===== src/rtl/dds_sweep_ctrl.sv =====
`default_nettype none
// ============================================================================
//  Module      : dds_sweep_ctrl
//  Description : Frequency-sweep sequencer for a DDS core. Holds a shadow copy
//                of the sweep configuration and steps the frequency word from
//                f_start toward f_stop, holding each word for a programmable
//                dwell. Steps that would overshoot f_stop or leave the 32-bit
//                range land exactly on f_stop. Supports one-shot and
//                continuous modes plus an immediate abort.
//  Revision    : 1.0 - initial release
// ============================================================================
module dds_sweep_ctrl #(
  parameter int DWELL_W = 16
) (
  input  logic               clk,
  input  logic               rst_n,
  input  logic               cfg_valid,
  output logic               cfg_ready,
  input  logic [31:0]        cfg_f_start,
  input  logic [31:0]        cfg_f_stop,
  input  logic [31:0]        cfg_f_step,
  input  logic [DWELL_W-1:0] cfg_dwell,
  input  logic               cfg_mode,
  input  logic [11:0]        cfg_pword,
  input  logic               start,
  input  logic               abort,
  output logic [31:0]        fword,
  output logic [11:0]        pword,
  output logic               upd,
  output logic               busy,
  output logic               done
);

  localparam logic [1:0] S_IDLE  = 2'd0;
  localparam logic [1:0] S_DWELL = 2'd1;
  localparam logic [1:0] S_DONE  = 2'd2;

  localparam logic [DWELL_W-1:0] DWELL_ONE = {{(DWELL_W-1){1'b0}}, 1'b1};

  logic [1:0]         state_q, state_d;

  // Shadow configuration
  logic [31:0]        f_start_q, f_start_d;
  logic [31:0]        f_stop_q, f_stop_d;
  logic [31:0]        f_step_q, f_step_d;
  logic [DWELL_W-1:0] dwell_q, dwell_d;
  logic               mode_q, mode_d;
  logic [11:0]        pword_cfg_q, pword_cfg_d;
  logic               cfg_loaded_q, cfg_loaded_d;

  // Sweep datapath
  logic [31:0]        fword_q, fword_d;
  logic [11:0]        pword_q, pword_d;
  logic               upd_q, upd_d;
  logic               dir_up_q, dir_up_d;
  logic [DWELL_W-1:0] cnt_q, cnt_d;

  logic               cfg_hs;
  logic               start_ok;
  logic               expiry;
  logic               at_stop;
  logic [DWELL_W-1:0] reload;
  logic [32:0]        sum33;
  logic [32:0]        diff33;
  logic [31:0]        next_f;

  assign cfg_hs   = cfg_valid && (state_q == S_IDLE);
  // Abort beats start; a start without a loaded configuration is dropped.
  assign start_ok = start && !abort && (state_q == S_IDLE) && cfg_loaded_q;
  assign expiry   = (state_q == S_DWELL) && (cnt_q == '0);
  assign at_stop  = (fword_q == f_stop_q);
  // A dwell of zero is treated as one cycle; the counter counts down to zero.
  assign reload   = (dwell_d == '0) ? '0 : (dwell_d - DWELL_ONE);

  // Next frequency word: 33-bit add/subtract so carry/borrow is visible, then
  // clamp onto f_stop on overshoot, wrap, or a zero step.
  always_comb begin
    sum33  = {1'b0, fword_q} + {1'b0, f_step_q};
    diff33 = {1'b0, fword_q} - {1'b0, f_step_q};
    next_f = f_stop_q;
    if (dir_up_q) begin
      if ((f_step_q != '0) && !sum33[32] && (sum33[31:0] <= f_stop_q))
        next_f = sum33[31:0];
    end else begin
      if ((f_step_q != '0) && !diff33[32] && (diff33[31:0] >= f_stop_q))
        next_f = diff33[31:0];
    end
  end

  // Shadow configuration capture; only possible in IDLE, so constant while busy.
  always_comb begin
    f_start_d    = f_start_q;
    f_stop_d     = f_stop_q;
    f_step_d     = f_step_q;
    dwell_d      = dwell_q;
    mode_d       = mode_q;
    pword_cfg_d  = pword_cfg_q;
    cfg_loaded_d = cfg_loaded_q;
    if (cfg_hs) begin
      f_start_d    = cfg_f_start;
      f_stop_d     = cfg_f_stop;
      f_step_d     = cfg_f_step;
      dwell_d      = cfg_dwell;
      mode_d       = cfg_mode;
      pword_cfg_d  = cfg_pword;
      cfg_loaded_d = 1'b1;
    end
  end

  // State register
  always_ff @(posedge clk) begin
    if (!rst_n) state_q <= S_IDLE;
    else        state_q <= state_d;
  end

  // Next-state logic; abort forces IDLE from any state.
  always_comb begin
    state_d = state_q;
    case (state_q)
      S_IDLE:  if (start_ok) state_d = S_DWELL;
      S_DWELL: if (expiry && at_stop && !mode_q) state_d = S_DONE;
      S_DONE:  state_d = S_IDLE;
      default: state_d = S_IDLE;
    endcase
    if (abort) state_d = S_IDLE;
  end

  // Datapath next values: load on start, count dwell, step or wrap on expiry.
  always_comb begin
    fword_d  = fword_q;
    pword_d  = pword_q;
    upd_d    = 1'b0;
    dir_up_d = dir_up_q;
    cnt_d    = cnt_q;
    if (start_ok) begin
      fword_d  = f_start_d;
      pword_d  = pword_cfg_d;
      upd_d    = 1'b1;
      cnt_d    = reload;
      dir_up_d = (f_stop_d >= f_start_d);
    end else if ((state_q == S_DWELL) && !abort) begin
      if (cnt_q != '0) begin
        cnt_d = cnt_q - DWELL_ONE;
      end else if (!at_stop) begin
        fword_d = next_f;
        upd_d   = 1'b1;
        cnt_d   = reload;
      end else if (mode_q) begin
        fword_d = f_start_q;
        upd_d   = 1'b1;
        cnt_d   = reload;
      end
    end
  end

  // Datapath and shadow registers
  always_ff @(posedge clk) begin
    if (!rst_n) begin
      f_start_q    <= '0;
      f_stop_q     <= '0;
      f_step_q     <= '0;
      dwell_q      <= '0;
      mode_q       <= 1'b0;
      pword_cfg_q  <= '0;
      cfg_loaded_q <= 1'b0;
      fword_q      <= '0;
      pword_q      <= '0;
      upd_q        <= 1'b0;
      dir_up_q     <= 1'b0;
      cnt_q        <= '0;
    end else begin
      f_start_q    <= f_start_d;
      f_stop_q     <= f_stop_d;
      f_step_q     <= f_step_d;
      dwell_q      <= dwell_d;
      mode_q       <= mode_d;
      pword_cfg_q  <= pword_cfg_d;
      cfg_loaded_q <= cfg_loaded_d;
      fword_q      <= fword_d;
      pword_q      <= pword_d;
      upd_q        <= upd_d;
      dir_up_q     <= dir_up_d;
      cnt_q        <= cnt_d;
    end
  end

  // Output decode from state and registers
  always_comb begin
    cfg_ready = (state_q == S_IDLE);
    busy      = (state_q != S_IDLE);
    done      = (state_q == S_DONE);
    fword     = fword_q;
    pword     = pword_q;
    upd       = upd_q;
  end

endmodule
`default_nettype wire


===== config.mk =====
export PLATFORM = sky130hd
export DESIGN_NAME = dds_sweep_ctrl
export DESIGN_NICKNAME = d
export VERILOG_FILES = /design/src/rtl/dds_sweep_ctrl.sv
export SDC_FILE = /design/constraint.sdc
export NUM_CORES = 1
export LEC_CHECK = 0
export ABC_AREA = 1
export CAP_MARGIN = 25
export CORE_MARGIN = 5
export CORE_UTILIZATION = 45
export CTS_CLUSTER_DIAMETER = 30
export CTS_CLUSTER_SIZE = 10
export DETAILED_ROUTE_END_ITERATION = 8
export GPL_ROUTABILITY_DRIVEN = 0
export PLACE_DENSITY = 0.66
export SYNTH_ARGS = -nofsm -noshare
export SYNTH_HDL_FRONTEND = slang
export SYNTH_SLANG_ARGS = --single-unit

===== constraint.sdc =====
create_clock -name clk -period 6.1 [get_ports clk]
set_input_delay 1.22 -clock clk [delete_from_list [all_inputs] [get_ports clk]]
set_output_delay 1.22 -clock clk [all_outputs]
set_load 0.01 [all_outputs]

* Word-level counts from Yosys, hierarchy flattened
Index checks and enable logic that the tools add are counted.
** Operators by class
- $add $sub $neg :: 4
- Bitwise logic cells :: 1
- Div/mod/pow operators :: 0
- Equal/unequal tests :: 8
- Shifts and indexed selects :: 0
- Multiplexer cells :: 26
- Order comparisons :: 3
- $mul :: 0
- Reduce and logical (&&, ||, !) cells :: 27
** Operators by type and width (count)
- $mux 32 :: 10
- $mux 16 :: 7
- $ge 32x32->1 :: 2
- $add 32x32->33 :: 1
- $sub 32x32->33 :: 1
- $eq 32x32->1 :: 1
- $le 32x32->1 :: 1
- $logic_not 16->1 :: 2
- $reduce_bool 32->1 :: 1
- $sub 16x1->16 const B :: 2
- $reduce_bool 16->1 :: 1
- $logic_and 1x1->1 :: 12
- $mux 12 :: 1
- $mux 1 :: 5
- $logic_not 1->1 :: 4
- $mux 2 :: 2
- $ne 2x2->1 const B :: 2
- $ne 4x3->1 const B :: 1
- $pmux 2 s2 :: 1
- $reduce_and 2->1 :: 2
- $reduce_bool 2->1 :: 2
- $ne 3x3->1 const B :: 1
- $reduce_and 3->1 :: 1
- $eq 2x1->1 const B :: 1
- other kinds (5) :: 5
** Storage, ports and cells
- Bits in writable memories :: 0
- Bits in read-only memories :: 0
- Memories kept :: 0
- Output and inout port bits :: 48
- Register bits after elaboration :: 190
- Bits in latches :: 0

* Logic depth before layout (Yosys ltp)
Gate-level depths: netlist (run 1).
- Depth in word-level cells :: 10
- Gate-level depth with buffers :: 32
- Depth with buffers taken out :: 30

* Worst setup path after synthesis (run 1)
OpenSTA, ideal clock, no wires.
- Path kind :: input to register
- From :: in cfg_valid
- To :: reg dir_up_q
- Required time :: 6030 ps
- Slack :: 2544 ps
- Stages :: 20
- Arrival time :: 3486 ps
- Library setup time :: 70 ps
- Cell sequence :: nand2_4 > buf_12 > buf_6 > buf_2 > buf_2 > clkbuf_1 > nand2_1 > o21ai_0 > inv_1 > ha_1 > a21oi_1 > o21ai_0 > nand4_1 > a21oi_1 > nor2_1 > o21ai_0 > nand2_1 > nand2_1 > nand2_1 > a21oi_1
** Between the ends
- Longest elaborated chain between the ends :: 3
- Elaborated cells on any way between the ends :: 4
- Those cells by class :: order compare (1); mux (2); reduce/logical (1)
** Ends and longest elaborated chain
- start: declaration :: RTL line 17 : input logic cfg_valid,
- $logic_and 1x1->1 :: RTL line 67 : assign cfg_hs = cfg_valid && (state_q == S_IDLE);
- $mux 32 :: RTL line 99 : if (cfg_hs) begin
- via f_stop_d[1] :: RTL line 44 : logic [31:0] f_stop_q, f_stop_d;
- $ge 32x32->1 :: RTL line 140 : dir_up_d = (f_stop_d >= f_start_d);
- end signal: assignment :: RTL line 182 : dir_up_q <= dir_up_d;
- end: declaration :: RTL line 55 : logic dir_up_q, dir_up_d;
The timed path passes the listed nets, and every way through them passes these cells.
A chain may end at the register's enable or synchronous reset.

* Worst setup path after layout (run 1)
- From :: reg fword_q[0] (netlist: fword[0])
- To :: reg fword_q[22] (netlist: fword[22])
** Between the ends
- Longest elaborated chain between the ends :: 10
- Elaborated cells on any way between the ends :: 20
- Those cells by class :: add/sub (2); order compare (2); eq/ne (2); mux (7); reduce/logical (7)
** Ends and longest elaborated chain
- start: declaration :: RTL line 52 : logic [31:0] fword_q, fword_d;
- start signal: assignment :: RTL line 179 : fword_q <= fword_d;
- branches (longest 10 deep; another with $sub 32x32->33)
Several ways; the timed one is not identified. The select of a mux whose other input is x is not followed.

==> results of run 1 <==
==> synth_stat cells, drive strengths merged (9+ instances only) <==
library cell	instances	share of area (%)
clkinv	9	0.20
nand4	29	1.0
nand3b	19	0.82
nand2	823	18
inv	496	11
o21ai	170	5.2
mux2i	12	0.69
nor2	330	7.4
nor3	15	0.52
buf	67	2.2
dfxtp	190	22
clkbuf	52	1.1
xor2	43	2.2
or2	11	0.39
nand3	220	6.4
a21oi	235	6.8
ha	163	12
xnor2	21	1.1
==> path summary, 6_finish.rpt <==
check | to | startpoint | slack (ns) | cells past startpoint
hold / removal | cfg_loaded_q | cfg_loaded_q | 0.49 | 2
setup / recovery | fword[22] | fword[0] | 1.46 | 28
hold reg to reg | cfg_loaded_q | cfg_loaded_q | 0.49 | 2
setup reg to reg | fword[22] | fword[0] | 1.46 | 28
==> per-layer routing <==
layer	wire length (um)	global-route usage, %	up-vias
met4	2470	10.5	2
met2	27800	44.8	872
li1	-	-	9427
met1	27000	38.0	8765
met5	7	0	-
met3	6240	6.34	148
==> power by group <==
group | total [uW] | internal, uW | switching (uW)
clock | 1180 | 609 | 573
sequential | 1370 | 1320 | 56.9
combinational | 1630 | 568 | 1060
total | 4190 | 2490 | 1690
==> worst register-to-register path: cells and delay by family, from the launching register on <==
family | cells | cell delay [ns]
compound gates | 3 | 0.25
fa+ha+maj | 3 | 1.00
flops | 1 | 0.42
buf+inv | 5 | 0.37
simple gates | 17 | 2.43
==> stage by stage <==
| step | cell area, um2 | instances |
|---|---|---|
| after floorplan | 17500 | 2948 |
| after global placement | 19500 | 3541 |
| after detailed placement | 19500 | 3543 |
| after CTS | 20100 | 3575 |
| after global routing | 20100 | 3575 |
| final | 20100 | 3577 |
==> cells in the final DEF (no fill, tap or decap), types with 3 or more instances in the layout <==
master           netlist  routed
nand2_1              809     809
inv_1                469     469
nor2_1               319     319
a21oi_1              231     231
nand3_1              218     218
dfxtp_1              190     190
clkdlybuf4s50_1        0     176
ha_1                 163     163
o21ai_0              152     152
xor2_1                43      43
nand4_1               29      29
inv_2                 26      26
xnor2_1               21      21
nand3b_1              19      19
clkbuf_16              0      17
buf_4                  6      16
nand2_2               13      13
nor3_1                13      13
mux2i_1               12      12
o21ai_2                9       9
clkinv_1               8       7
a211oi_1               7       7
o21ai_1                7       7
nor2_2                 6       6
or2_2                  6       6
nor2_4                 5       5
and2_1                 5       5
a21o_1                 5       5
or2_1                  5       5
o21bai_1               4       4
a21oi_2                4       4
o21a_1                 3       3
clkbuf_8               0       3
==> state kept, by name (all words and copies together), names as in the netlist, 2 cells and up <==
| name | cells |
|---|---|
| f_stop_q | 32 |
| cnt_q | 16 |
| f_step_q | 32 |
| dwell_q | 16 |
| pword_cfg_q | 12 |
| f_start_q | 32 |
| pword | 12 |
| state_q | 2 |
| fword | 32 |
==> layout make-up <==
cell class                 count  area, um2  share of cell area (%)
antenna                        2       5.00                  0.0249
clock buffer                  21        470                    2.34
clock inverter                11        129                   0.640
inverter                     505       1900                    9.45
multi-input combinational   2134      11200                    55.7
sequential                   190       3800                    18.9
tap                          518        648                    3.22
timing repair buffer         196       1960                    9.74
==> cells by family (layout without fill, tap and decap cells) <==
kind of cell	Yosys count	in the layout
other	0	2
AOI/OAI and AO/OA	437	437
muxes	12	12
and+or+nand+nor	1456	1456
adders and majority gates	165	165
xor gates and xnor gates	64	64
buffers and inverters	624	733
DFF	190	190
==> metrics, run 1 <==
Req. time, crit path 6.41 ns; mapped cell area 0.0175 mm2; WP data arrival 4.95 ns; CTS root buf clkbuf_16; vias per cell 5.37; CP max FO 32; Die W 207 um; pre-CTS setup slack 1.62 ns; DR vias 19214; CTS clk-pin slew, worst paths 0.08 ns; Ys Warns 0; most frequent CP cell nand2_1; Worst Setup Slack, final 1.46 ns; Fin Setup TNS 0 ns; Avg Inst Size Synth 5.93 um2; maxcap violations 0; largest net degree at the start of global routing 103; Post-DP HPWL 49600 um; H-tree level count 4; Avg WL per Cell 17.8 um; core area 0.0386 mm2; Worst slew margin 37.4%; post-synth cell types 55; type of origin of the critical path register; drt total wl 63600 um; num ports 178; post-synthesis mux area share 0.687%; Slew @ Worst Pin 0.936 ns; Slowest-stage cell, CP nand2_2; Final Max Tran Viols 0; Layout fillers 4004; Port Buffers 177; syn nets 3243; CTS tree done; crit share post-route 76.0%; register bit total from synthesis 190; antenna violations before repair 1; share of cells above drive strength 1 4.42%; crit path buf inv count 5; clock period minus worst slack 4.64 ns; worst hold path type register to register; DR iter-0 viols 2229; final hold vios 0; post-synthesis compound-gate area fraction 13.5%; RSZ-0062 raised after global routing no; Post-Synth XOR/XNOR Area 3.21%; Nets 3339; Setup crit end kind register; Layout Skew 0.0136 ns; Post-synth ARST share 0%; fmax 216 MHz; cts bufs inserted 17; global route overflow 0; CTS resizes 0; Starting Density 45.3%; Die ar. 0.0429 mm2; Worst VDD drop 212 uV; DRC viols 0; Post-CTS Setup Inserts 0; setup violators final 0; Clock Tree Buf Depth 2; Critical Path Max Stage Delay 0.57 ns; Seq/Total Area, Yosys 21.8%; row count 72; largest family of logic cells by synthesized area simple AND/OR/NAND/NOR gates; DRT Pass-1 Iters 6; Synth Area in Adders 11.9%; Sink Count 190; first-pass GRT wire length 98800 um; Total Power 4190 uW; Die Span Y 207 um; cell count after synthesis 2948; Setup CP Type register to register; delay-heaviest family, CP simple AND/OR/NAND/NOR gates; WHS 0.492 ns; Area Growth Syn to Fin 15.2%; total track usage 28.4%; Layout Utilization 52.2%; number of synthesized flops with an enable pin 0; Pleak 0.0105 uW; hold buffers post-CTS 0; power density over cell area 208 mW/mm2; vias in the first global route 18399; worst skew pair latency 0.48 ns; status complete, no violations; Post-Synth Simple-Gate Area 34.8%; ys flop type dfxtp_1; antenna-violating nets left 0
No activity file was read; power rests on OpenSTA's default activity.
==> run 2, diff against run 1 <==
--- a/config.mk
+++ b/config.mk
@@ -13,7 +13,7 @@
 export CTS_CLUSTER_SIZE = 10
 export DETAILED_ROUTE_END_ITERATION = 8
 export GPL_ROUTABILITY_DRIVEN = 0
-export PLACE_DENSITY = 0.66
+export PLACE_DENSITY = 0.68
 export SYNTH_ARGS = -nofsm -noshare
 export SYNTH_HDL_FRONTEND = slang
 export SYNTH_SLANG_ARGS = --single-unit
==> constraint.sdc (replaced) <==
create_clock -name clk -period 3.75 [get_ports clk]
set_input_delay 0.75 -clock clk [delete_from_list [all_inputs] [get_ports clk]]
set_output_delay 0.75 -clock clk [all_outputs]
set_load 0.01 [all_outputs]
==> run 2 against run 1 <==
- the run now ends with setup timing left
- routed wire length up 10%
- sequential power increased by 62%
- fmax grew 21%
- die area unchanged
- design area increased by 18%
- total power up 88%
- critical path depth is the same
- utilization up 9.2 points
- combinational power grew 120%
- flip-flop and latch count unchanged
- via count up 8.9%
- critical endpoint is now fword[1]
==> metrics, run 2 (synthesis results as in run 1) <==
Starting Density 45.3% (unchanged); Die W 207 um (unchanged); Setup CP Type register to register (unchanged); Critical Path Max Stage Delay 0.39 ns (was 0.57 ns); Die ar. 0.0429 mm2 (unchanged); Final Max Tran Viols 0 (unchanged); status complete, but fails checks (was complete, no violations); Req. time, crit path 4.16 ns (was 6.41 ns); worst skew pair latency 0.48 ns (about the same); failing checks setup timing; logic gate share of total power 45.8% (was 38.9%); drt total wl 70200 um (was 63600 um); dpl cell area 0.0210 mm2 (was 0.0195 mm2); delay-heaviest family, CP simple AND/OR/NAND/NOR gates (unchanged); row count 72 (unchanged); Avg WL per Cell 18.4 um (was 17.8 um); capture point of the worst reg-to-reg path fword[1] (was fword[22]); cts bufs inserted 17 (unchanged); critical path depth 28 (unchanged); crit path buf inv count 5 (unchanged); Non-Filler Instances 3811 (was 3577); FF-to-FF path depth 28 (unchanged); largest net degree at the start of global routing 72 (was 103); Area Growth Syn to Fin 35.5% (was 15.2%); vias in the first global route 19262 (was 18399); clock power share 26.0% (was 28.2%); most common cell after layout, fill and taps aside nand2_1 (unchanged); Internal 4700 uW (was 2490 uW); final hold vios 0 (unchanged); hold_sp mode_q (was cfg_loaded_q); total track usage 29.1% (was 28.4%); Post-DP HPWL 51500 um (was 49600 um); CP max FO 6 (was 32); Slew @ Worst Pin 0.871 ns (was 0.936 ns); first-pass GRT wire length 102000 um (was 98800 um); RSZ-0062 raised after global routing yes (was no); Die Span Y 207 um (unchanged); DRC viols 0 (unchanged); antenna-violating nets left 0 (unchanged); setup violators final 22 (was 0); fmax 260 MHz (was 216 MHz); DRT Pass-1 Iters 6 (unchanged); Net Switching 3170 uW (was 1690 uW); Fin Setup TNS -0.873 ns (was 0 ns); Hold Crit Depth 2 (unchanged); Worst Setup Slack, final -0.0979 ns (was 1.46 ns); vias per cell 5.49 (was 5.37); setup slack, reg-to-reg -0.1 ns (was 1.46 ns); global route overflow 0 (unchanged); Slowest-stage cell, CP fa_2 (was nand2_2); core area 0.0386 mm2 (unchanged); Total Power 7870 uW (was 4190 uW); DR vias 20928 (was 19214); DR iter-0 viols 2694 (was 2229); Sw Ratio 40.2% (was 40.4%); Final Cell Area 0.0237 mm2 (was 0.0201 mm2); Worst VDD drop 387 uV (was 212 uV); Pleak 0.0120 uW (was 0.0105 uW); CTS tree done (unchanged); num ports 178 (unchanged); type of origin of the critical path register (unchanged); WHS 0.488 ns (was 0.492 ns); R2R Path Start fword[0] (unchanged); dpl cells 3738 (was 3543); antenna violations before repair 2 (was 1); Flop pwr share 28.2% (was 32.8%); WHS Endpoint mode_q (was cfg_loaded_q); worst hold path type register to register (unchanged); Worst slew margin 42.0% (was 37.4%); WP data arrival 4.25 ns (was 4.95 ns); most frequent CP cell nand2_1 (unchanged); power density over cell area 332 mW/mm2 (was 208 mW/mm2); Setup crit end kind register (unchanged); share of cells above drive strength 1 21.7% (was 4.42%); CTS clk-pin slew, worst paths 0.09 ns (was 0.08 ns); Nets 3574 (was 3339); Clock Tree Buf Depth 2 (unchanged); clock period minus worst slack 3.85 ns (was 4.64 ns); commonest cells after routing, fill and taps aside nand2_1 (694), inv_1 (450), nor2_1 (267), buf_4 (228), a21oi_1 (200) (was nand2_1 (809), inv_1 (469), nor2_1 (319), a21oi_1 (231), nand3_1 (218)); CTS root buf clkbuf_16 (unchanged); maxcap violations 0 (unchanged); H-tree level count 4 (unchanged); crit share post-route 103% (was 76.0%); Port Buffers 177 (unchanged); hold buffers post-CTS 0 (unchanged); Sink Count 190 (unchanged); Layout Skew 0.0220 ns (was 0.0136 ns)
## run 2: cell types whose count changed in the layout (fill, tap and decap cells not counted), moves of 34 or more
cell     change
nand2_2    +103
nor2_1      -52
buf_4      +212
nand3_1     -36
nor2_2      +36
nand2_1    -115
nand3_2     +35
ha_1        -38
dfxtp_1     -34
ha_4        +38
## run 2: how the worst max path moves through the flow
stage	start	endpoint	slack, ns
2_1_floorplan	fword[0]	fword[21]	0.28
3_3_place_gp	f_step_q[10]	fword[14]	-0.10
3_5_place_dp	f_step_q[10]	fword[29]	-0.14
4_1_cts	f_step_q[21]	fword[29]	0.00004
5_1_grt	f_step_q[4]	fword[0]	-0.24
6_report	fword[0]	fword[1]	-0.1
## run 2: layer usage
| layer | vias to the layer above | routed length (um) | global-route usage, % |
|---|---|---|---|
| met5 | - | 11 | 0 |
| met4 | 2 | 3640 | 10.9 |
| met3 | 251 | 7630 | 5.37 |
| met2 | 1225 | 30800 | 46.0 |
| met1 | 9575 | 28100 | 39.6 |
| li1 | 9875 | - | - |
## run 2: layout make-up
type,count,area (um2)
Inverter,505,1900
Clock buffer,18,429
Antenna cell,2,5.00
Clock inverter,13,199
Sequential cell,190,3860
Fill cell,3532,14900
Multi-Input combinational cell,2134,12700
Tap cell,518,648
Timing Repair Buffer,431,3940
## run 2: timing repair
| item | in CTS | in global routing |
|---|---|---|
| pin swaps | 9 | 123 |
| setup endpoints to repair | 32 | 32 |
| cloned | 1 | 7 |
| gates resized for setup | 83 | 339 |
| buffers inserted | 5 | 26 |
## run 2: power groups by stage
stage                     Combinational (uW)  Sequential [uW]  Clock [uW]
final                                   3600             2220        2050
after detailed placement                2880             2260           0
after global placement                  2810             2250           0
after CTS                               2980             2210        2050
after global routing                    3870             2230        2140
after floorplan                         1790             2260           0
## run 2: worst min-delay path: cells and delay by family (launching register included)
kind / cells / cell delay (ns)
buf+inv: 1 / 0.07
flops: 1 / 0.32
compound gates: 1 / 0.05
## run 2: stage by stage
stage	util (%)	worst slack, ns
global route	61.4	-0.239
global placement	54.5	-0.104
finish	61.5	-0.0979
detailed placement	54.5	-0.136
floorplan	-	0.280
CTS	57.2	0.0000382
